### src/rtl/alu_pkg.sv
// Shared definitions for the execute-stage ALU: ALU_control codes (also used by
// the ALU control unit) and the multiplier state encoding.
package alu_pkg;

    localparam logic [3:0] ALU_AND = 4'b0000;
    localparam logic [3:0] ALU_OR  = 4'b0001;
    localparam logic [3:0] ALU_ADD = 4'b0010;
    localparam logic [3:0] ALU_SUB = 4'b0110;
    localparam logic [3:0] ALU_SLT = 4'b0111;
    localparam logic [3:0] ALU_MUL = 4'b1001;
    localparam logic [3:0] ALU_NOR = 4'b1100;
    localparam logic [3:0] ALU_SLL = 4'b1111;

    typedef enum logic [1:0] {
        IDLE = 2'd0,
        MUL  = 2'd1,
        DONE = 2'd2
    } mul_state_e;

endpackage

### src/rtl/seq_multiplier.sv
// Iterative radix-2 shift-add signed multiplier: magnitudes are multiplied over
// WIDTH cycles, then the sign is applied in the one-cycle DONE state.
module seq_multiplier
    import alu_pkg::*;
#(
    parameter int WIDTH = 32
) (
    input  logic                 clk,
    input  logic                 reset,
    input  logic                 start,
    input  logic [WIDTH-1:0]     a,
    input  logic [WIDTH-1:0]     b,
    output logic                 busy,
    output logic                 done,
    output logic [2*WIDTH-1:0]   product
);

    localparam int CNT_W = $clog2(WIDTH + 1);

    mul_state_e               state_reg;
    logic [CNT_W-1:0]         count_reg;
    logic [WIDTH-1:0]         mcand_reg;
    logic [2*WIDTH-1:0]       prod_reg;
    logic                     sign_reg;

    logic [WIDTH-1:0]         abs_a;
    logic [WIDTH-1:0]         abs_b;
    logic [WIDTH:0]           partial_sum;

    // -2^(WIDTH-1) negates to itself, which is the correct unsigned magnitude.
    assign abs_a = a[WIDTH-1] ? -a : a;
    assign abs_b = b[WIDTH-1] ? -b : b;

    // Upper half accumulates; the multiplier sits in the lower half and is
    // consumed LSB-first as the whole register shifts right.
    assign partial_sum = {1'b0, prod_reg[2*WIDTH-1:WIDTH]}
                       + {1'b0, mcand_reg & {WIDTH{prod_reg[0]}}};

    assign product = sign_reg ? -prod_reg : prod_reg;
    assign busy    = (state_reg != IDLE);
    assign done    = (state_reg == DONE);

    always_ff @(posedge clk or posedge reset) begin
        if (reset) begin
            state_reg <= IDLE;
            count_reg <= '0;
            mcand_reg <= '0;
            prod_reg  <= '0;
            sign_reg  <= 1'b0;
        end else begin
            case (state_reg)
                IDLE: begin
                    if (start) begin
                        mcand_reg <= abs_a;
                        prod_reg  <= {{WIDTH{1'b0}}, abs_b};
                        sign_reg  <= a[WIDTH-1] ^ b[WIDTH-1];
                        count_reg <= '0;
                        state_reg <= MUL;
                    end
                end
                MUL: begin
                    prod_reg  <= {partial_sum, prod_reg[WIDTH-1:1]};
                    count_reg <= count_reg + 1'b1;
                    if (count_reg == CNT_W'(WIDTH - 1))
                        state_reg <= DONE;
                end
                DONE: begin
                    state_reg <= IDLE;
                    count_reg <= '0;
                end
                default: state_reg <= IDLE;
            endcase
        end
    end

endmodule

### src/rtl/alu_exec_unit.sv
// Execute-stage ALU: single-cycle ops plus an iterative signed multiply into HI/LO.
// Optional signed add/sub overflow flag is built when ALU_EXEC_OVF_EN is defined.
module alu_exec_unit
    import alu_pkg::*;
#(
    parameter int WIDTH   = 32,
    parameter int SHAMT_W = 5
) (
    input  logic               clk,
    input  logic               reset,
    input  logic               in_valid,
    input  logic [3:0]         ALU_control,
    input  logic [WIDTH-1:0]   op_a,
    input  logic [WIDTH-1:0]   op_b,
    input  logic [SHAMT_W-1:0] shamt,
    output logic               busy,
    output logic               out_valid,
    output logic [WIDTH-1:0]   result,
    output logic               zero,
    output logic [WIDTH-1:0]   hi,
    output logic [WIDTH-1:0]   lo,
    output logic               overflow
);

    logic               accept;
    logic               is_mul;
    logic               mul_start;
    logic               alu_accept;
    logic               mul_busy;
    logic               mul_done;
    logic [2*WIDTH-1:0] mul_product;

    logic [WIDTH-1:0]   sum;
    logic [WIDTH-1:0]   diff;
    logic               slt_bit;
    logic [WIDTH-1:0]   alu_res;

    logic               out_valid_reg;
    logic [WIDTH-1:0]   result_reg;
    logic               zero_reg;
    logic [WIDTH-1:0]   hi_reg;
    logic [WIDTH-1:0]   lo_reg;

    assign sum     = op_a + op_b;
    assign diff    = op_a - op_b;
    assign slt_bit = ($signed(op_a) < $signed(op_b));

    // Unknown codes (including an undriven jr code) fall to the default arm,
    // producing result 0 with zero set.
    always_comb begin
        alu_res = '0;
        is_mul  = 1'b0;
        case (ALU_control)
            ALU_ADD: alu_res = sum;
            ALU_SUB: alu_res = diff;
            ALU_AND: alu_res = op_a & op_b;
            ALU_OR:  alu_res = op_a | op_b;
            ALU_NOR: alu_res = ~(op_a | op_b);
            ALU_SLT: alu_res = {{(WIDTH-1){1'b0}}, slt_bit};
            ALU_SLL: alu_res = op_b << shamt;
            ALU_MUL: is_mul  = 1'b1;
            default: alu_res = '0;
        endcase
    end

    assign accept     = in_valid & ~mul_busy;
    assign mul_start  = accept & is_mul;
    assign alu_accept = accept & ~is_mul;
    assign busy       = mul_busy;

    seq_multiplier #(
        .WIDTH (WIDTH)
    ) u_mult (
        .clk     (clk),
        .reset   (reset),
        .start   (mul_start),
        .a       (op_a),
        .b       (op_b),
        .busy    (mul_busy),
        .done    (mul_done),
        .product (mul_product)
    );

    always_ff @(posedge clk or posedge reset) begin
        if (reset) begin
            out_valid_reg <= 1'b0;
            result_reg    <= '0;
            zero_reg      <= 1'b0;
            hi_reg        <= '0;
            lo_reg        <= '0;
        end else begin
            out_valid_reg <= 1'b0;
            if (mul_done) begin
                hi_reg        <= mul_product[2*WIDTH-1:WIDTH];
                lo_reg        <= mul_product[WIDTH-1:0];
                result_reg    <= mul_product[WIDTH-1:0];
                zero_reg      <= (mul_product[WIDTH-1:0] == '0);
                out_valid_reg <= 1'b1;
            end else if (alu_accept) begin
                result_reg    <= alu_res;
                zero_reg      <= (alu_res == '0);
                out_valid_reg <= 1'b1;
            end
        end
    end

    assign out_valid = out_valid_reg;
    assign result    = result_reg;
    assign zero      = zero_reg;
    assign hi        = hi_reg;
    assign lo        = lo_reg;

`ifdef ALU_EXEC_OVF_EN
    logic ovf_next;
    logic overflow_reg;

    always_comb begin
        ovf_next = 1'b0;
        case (ALU_control)
            ALU_ADD: ovf_next = (op_a[WIDTH-1] == op_b[WIDTH-1]) && (sum[WIDTH-1] != op_a[WIDTH-1]);
            ALU_SUB: ovf_next = (op_a[WIDTH-1] != op_b[WIDTH-1]) && (diff[WIDTH-1] != op_a[WIDTH-1]);
            default: ovf_next = 1'b0;
        endcase
    end

    always_ff @(posedge clk or posedge reset) begin
        if (reset)
            overflow_reg <= 1'b0;
        else if (mul_done)
            overflow_reg <= 1'b0;
        else if (alu_accept)
            overflow_reg <= ovf_next;
    end

    assign overflow = overflow_reg;
`else
    assign overflow = 1'b0;
`endif

endmodule

### config.mk
export PLATFORM = sky130hd
export DESIGN_NAME = alu_exec_unit
export DESIGN_NICKNAME = d
export VERILOG_FILES = /design/src/rtl/alu_pkg.sv /design/src/rtl/seq_multiplier.sv /design/src/rtl/alu_exec_unit.sv
export SDC_FILE = /design/constraint.sdc
export NUM_CORES = 1
export LEC_CHECK = 0
export ABC_AREA = 1
export CORE_MARGIN = 2
export CORE_UTILIZATION = 42
export CTS_CLUSTER_SIZE = 40
export DETAILED_ROUTE_END_ITERATION = 10
export DONT_BUFFER_PORTS = 1
export PLACE_DENSITY = 0.58
export SLEW_MARGIN = 20
export SYNTH_ARGS = -nofsm -noshare
export SYNTH_HDL_FRONTEND = slang
export SYNTH_HIERARCHICAL = 1
export SYNTH_SLANG_ARGS = --single-unit
### constraint.sdc
create_clock -name clk -period 4.6 [get_ports clk]
set_input_delay 0.69 -clock clk [delete_from_list [all_inputs] [get_ports clk]]
set_output_delay 0.69 -clock clk [all_outputs]
set_load 0.05 [all_outputs]
==> results.md <==
- Leak: 0.0138 uW
- VDD IR max: 0.354 mV
- Max Freq: 327 MHz
- Nets: 4207
- Cell taking the most area after synthesis: nand2_1
- Max reg flops: 64
- Max-slew headroom: 33.0%
- Fillers: 6129
- Cell row count: 86
- Endpoints failing hold: 0
- Core area: 54900 um2
- Crit path buffers/inverters: 2
- Vias per cell: 5.46
- Met3 GRT Util: 6.69%
- Setup WS pre-CTS: 1.15 ns
- R2R depth: 15
- Mapped Area: 23200 um2
- Antenna-violating nets left: 0
- Ys flop type: dfrtp_1
- Status: completed
- GRT busiest layer: met2
- Number of global-route vias before repair: 23600
- Max stage delay cell, worst path: dfrtp_1
- Clock sink total: 203
- Distinct cells, synth: 53
- DR WL/cell: 20.5 um
- Syn. warnings: 6
- RSZ-0062 raised after global routing: no
- ANT cells: 0
- Clock-pin slew on the worst setup and hold paths: 0.06 ns
- Post-Syn Area per Cell: 5.71 um2
- Number of flops mapped to enable cells by yosys: 0
- Pwr Density: 462 nW/um2
- Synth Register Bits: 203
- Arrival @ worst endpoint: 3.51 ns
- Setup ws final: 1.54 ns
- Slowest stage delay, CP: 0.41 ns
- R2R Path End: zero$_DFFE_PP0P_
- Drc violations: 0
- M2 GR Usage: 50.8%
- Top cell type's share of synthesized area: 23.8%
- Startpoint types: register
- Area growth, synth to finish: 5.86%
- Layout cells sized above 1: 3.25%
- Worst endpoint required time: 5.06 ns
- Tmin final: 3.06 ns
- Synth Net Count: 4289
- Vias: 25600
- CTS tree: yes
- Utilization after layout: 44.8%
- HPWL Detailed: 79400 um
- Max Root-Sink Buffers: 3
- I/O pin cnt: 176
- Worst setup EP type: register
- Worst-path cell chain: buf_4 -> inv_2 -> ha_1 -> nand3_1 -> nor2_4 -> nand2_4 -> nor2_4 -> nand2_2 -> o21ai_1 -> xor2_1 -> nor4_1 -> and3_1 -> and3_1 -> a31oi_1 -> a21oi_1
- GRT Overall Usage: 33.2%
- Min-Delay Path Class: input port to async pin
- DRT Pass-1 Iters: 6
- H-tree levels: 1
- Post-cts resize count: 0
- Async SR Flop Fraction: 100%
- Die Wd: 239 um
- Top Family by Delay on Critical Path: simple AND/OR/NAND/NOR gates
- Sequential cell area fraction in the yosys report: 21.9%
- Met1 GRT Util: 45.7%
- Die Span Y: 239 um
- Most instantiated cells after synthesis: nand2_1, inv_1, nand3_1
- Area contributors post-synth: nand2_1, dfrtp_1, nand3_1
- Pin count of the biggest net entering global routing: 73
- Setup TNS Final: 0 ns
- Critical path class: register to register
- Worst clock skew: 0.0183 ns
- FF-to-FF setup slack: 1.54 ns
- Clk root buf: clkbuf_16
- Slew Viols, Final: 0
- Starting Density: 42.3%
- Initial antenna violation count: 0
- CTS buffer count: 24
- Gr ovfl total: 0
- DRT Wirelength: 96300 um
- # setup viols final: 0
- Clk_lat worst skew: 0.54 ns
- Post-CTS Setup Bufs: 0
- Max cap viols: 0
- First-pass GRT wire length: 144000 um
- Crit path max fanout: 33
- # port buffers: 0
- Least-Margin Pin Slew: 1.00 ns
- Die area: 57100 um2
- Gate count after technology mapping: 4061
- Drt first-iter violations: 2766
- Routability cong.: 1.09
- Worst R2R Start: u_mult/prod_reg[0]$_DFFE_PP0P_
- Final Cycle Share: 66.5%
- Most frequent cell after synthesis: nand2_1
- # hold bufs at CTS: 0
==> cell usage in the layout, fill, tap and decap left out, types with 9 or more instances in the layout <==
master     count
o22ai_1        9
nor2_1       418
buf_4         22
clkbuf_16     25
o21ai_1       15
nor2_4        10
dfrtp_1      203
nand4_1       50
a21oi_1       93
xor2_1        68
a22oi_1       28
inv_1        595
nand3_1      473
nor2_2        13
inv_2         14
o21ai_0      140
and3_1         9
nand2_1     1473
nor3_1        28
o211ai_1      30
ha_1         149
==> kinds of logic (layout without fill, tap and decap cells) <==
family          after synthesis  after routing  synth area share [%]
simple gates               2519           2519                  45.2
other cells                   1              1                0.0162
xor+xnor                     77             77                  2.94
buf+inv                     747            681                  12.6
flops                       203            203                  21.9
compound gates              362            362                  9.13
fa+ha+maj                   152            152                  8.29
==> cell type report <==
type	count	area [um2]	share of cell area [%]
Clock buffer	33	726	2.95
Clock inverter	9	134	0.545
Inverter	616	2320	9.44
Multi-Input combinational cell	3111	15200	62.0
Sequential cell	203	5080	20.7
Tap cell	704	881	3.59
Timing Repair Buffer	23	185	0.754
==> metal layers <==
metal  wire length (um)  vias up
li1                   -    12600
met1              41800    11700
met2              40500     1188
met3               9630      206
met4               4360        0
met5                  0        -
==> stage by stage <==
stage	std cells	power, uW	instance area [um2]	hold WS (ns)
2_1_floorplan	4061	7440	23200	0.449
3_3_place_gp	4656	9150	23700	0.468
3_5_place_dp	4656	9170	23700	0.470
4_1_cts	4698	11300	24500	0.147
5_1_grt	4699	12200	24600	0.179
6_report	4699	11400	24600	0.133
==> power breakdown <==
part / leakage (uW) / switching, uW / internal (uW) / total, uW
Clock: 0.000424 / 806 / 1270 / 2080
Sequential: 0.00255 / 1250 / 2300 / 3540
Combinational: 0.0109 / 4000 / 1730 / 5730
Total: 0.0138 / 6060 / 5300 / 11400
==> worst max path at each step <==
stage	cells after the start	start	endpoint	slack (ns)
4_1_cts	15	u_mult/prod_reg[0]$_DFFE_PP0P_	zero$_DFFE_PP0P_	1.48
3_5_place_dp	20	op_b[2]	zero$_DFFE_PP0P_	1.15
3_3_place_gp	15	op_a[0]	zero$_DFFE_PP0P_	1.22
6_report	15	u_mult/prod_reg[0]$_DFFE_PP0P_	zero$_DFFE_PP0P_	1.54
5_1_grt	20	op_b[2]	zero$_DFFE_PP0P_	1.23
2_1_floorplan	1	reset	u_mult/count_reg[0]$_DFFE_PP0P_	1.15
==> worst reg2reg max path, cell delays in order (launching register included) <==
cell and delay, ns:
dfrtp_1 0.41, buf_4 0.26, inv_2 0.13, ha_1 0.20, nand3_1 0.19, nor2_4 0.21
nand2_4 0.09, nor2_4 0.14, nand2_2 0.07, o21ai_1 0.14, xor2_1 0.12, nor4_1 0.41
and3_1 0.22, and3_1 0.15, a31oi_1 0.08, a21oi_1 0.17
No activity file was read; power rests on OpenSTA's default activity.
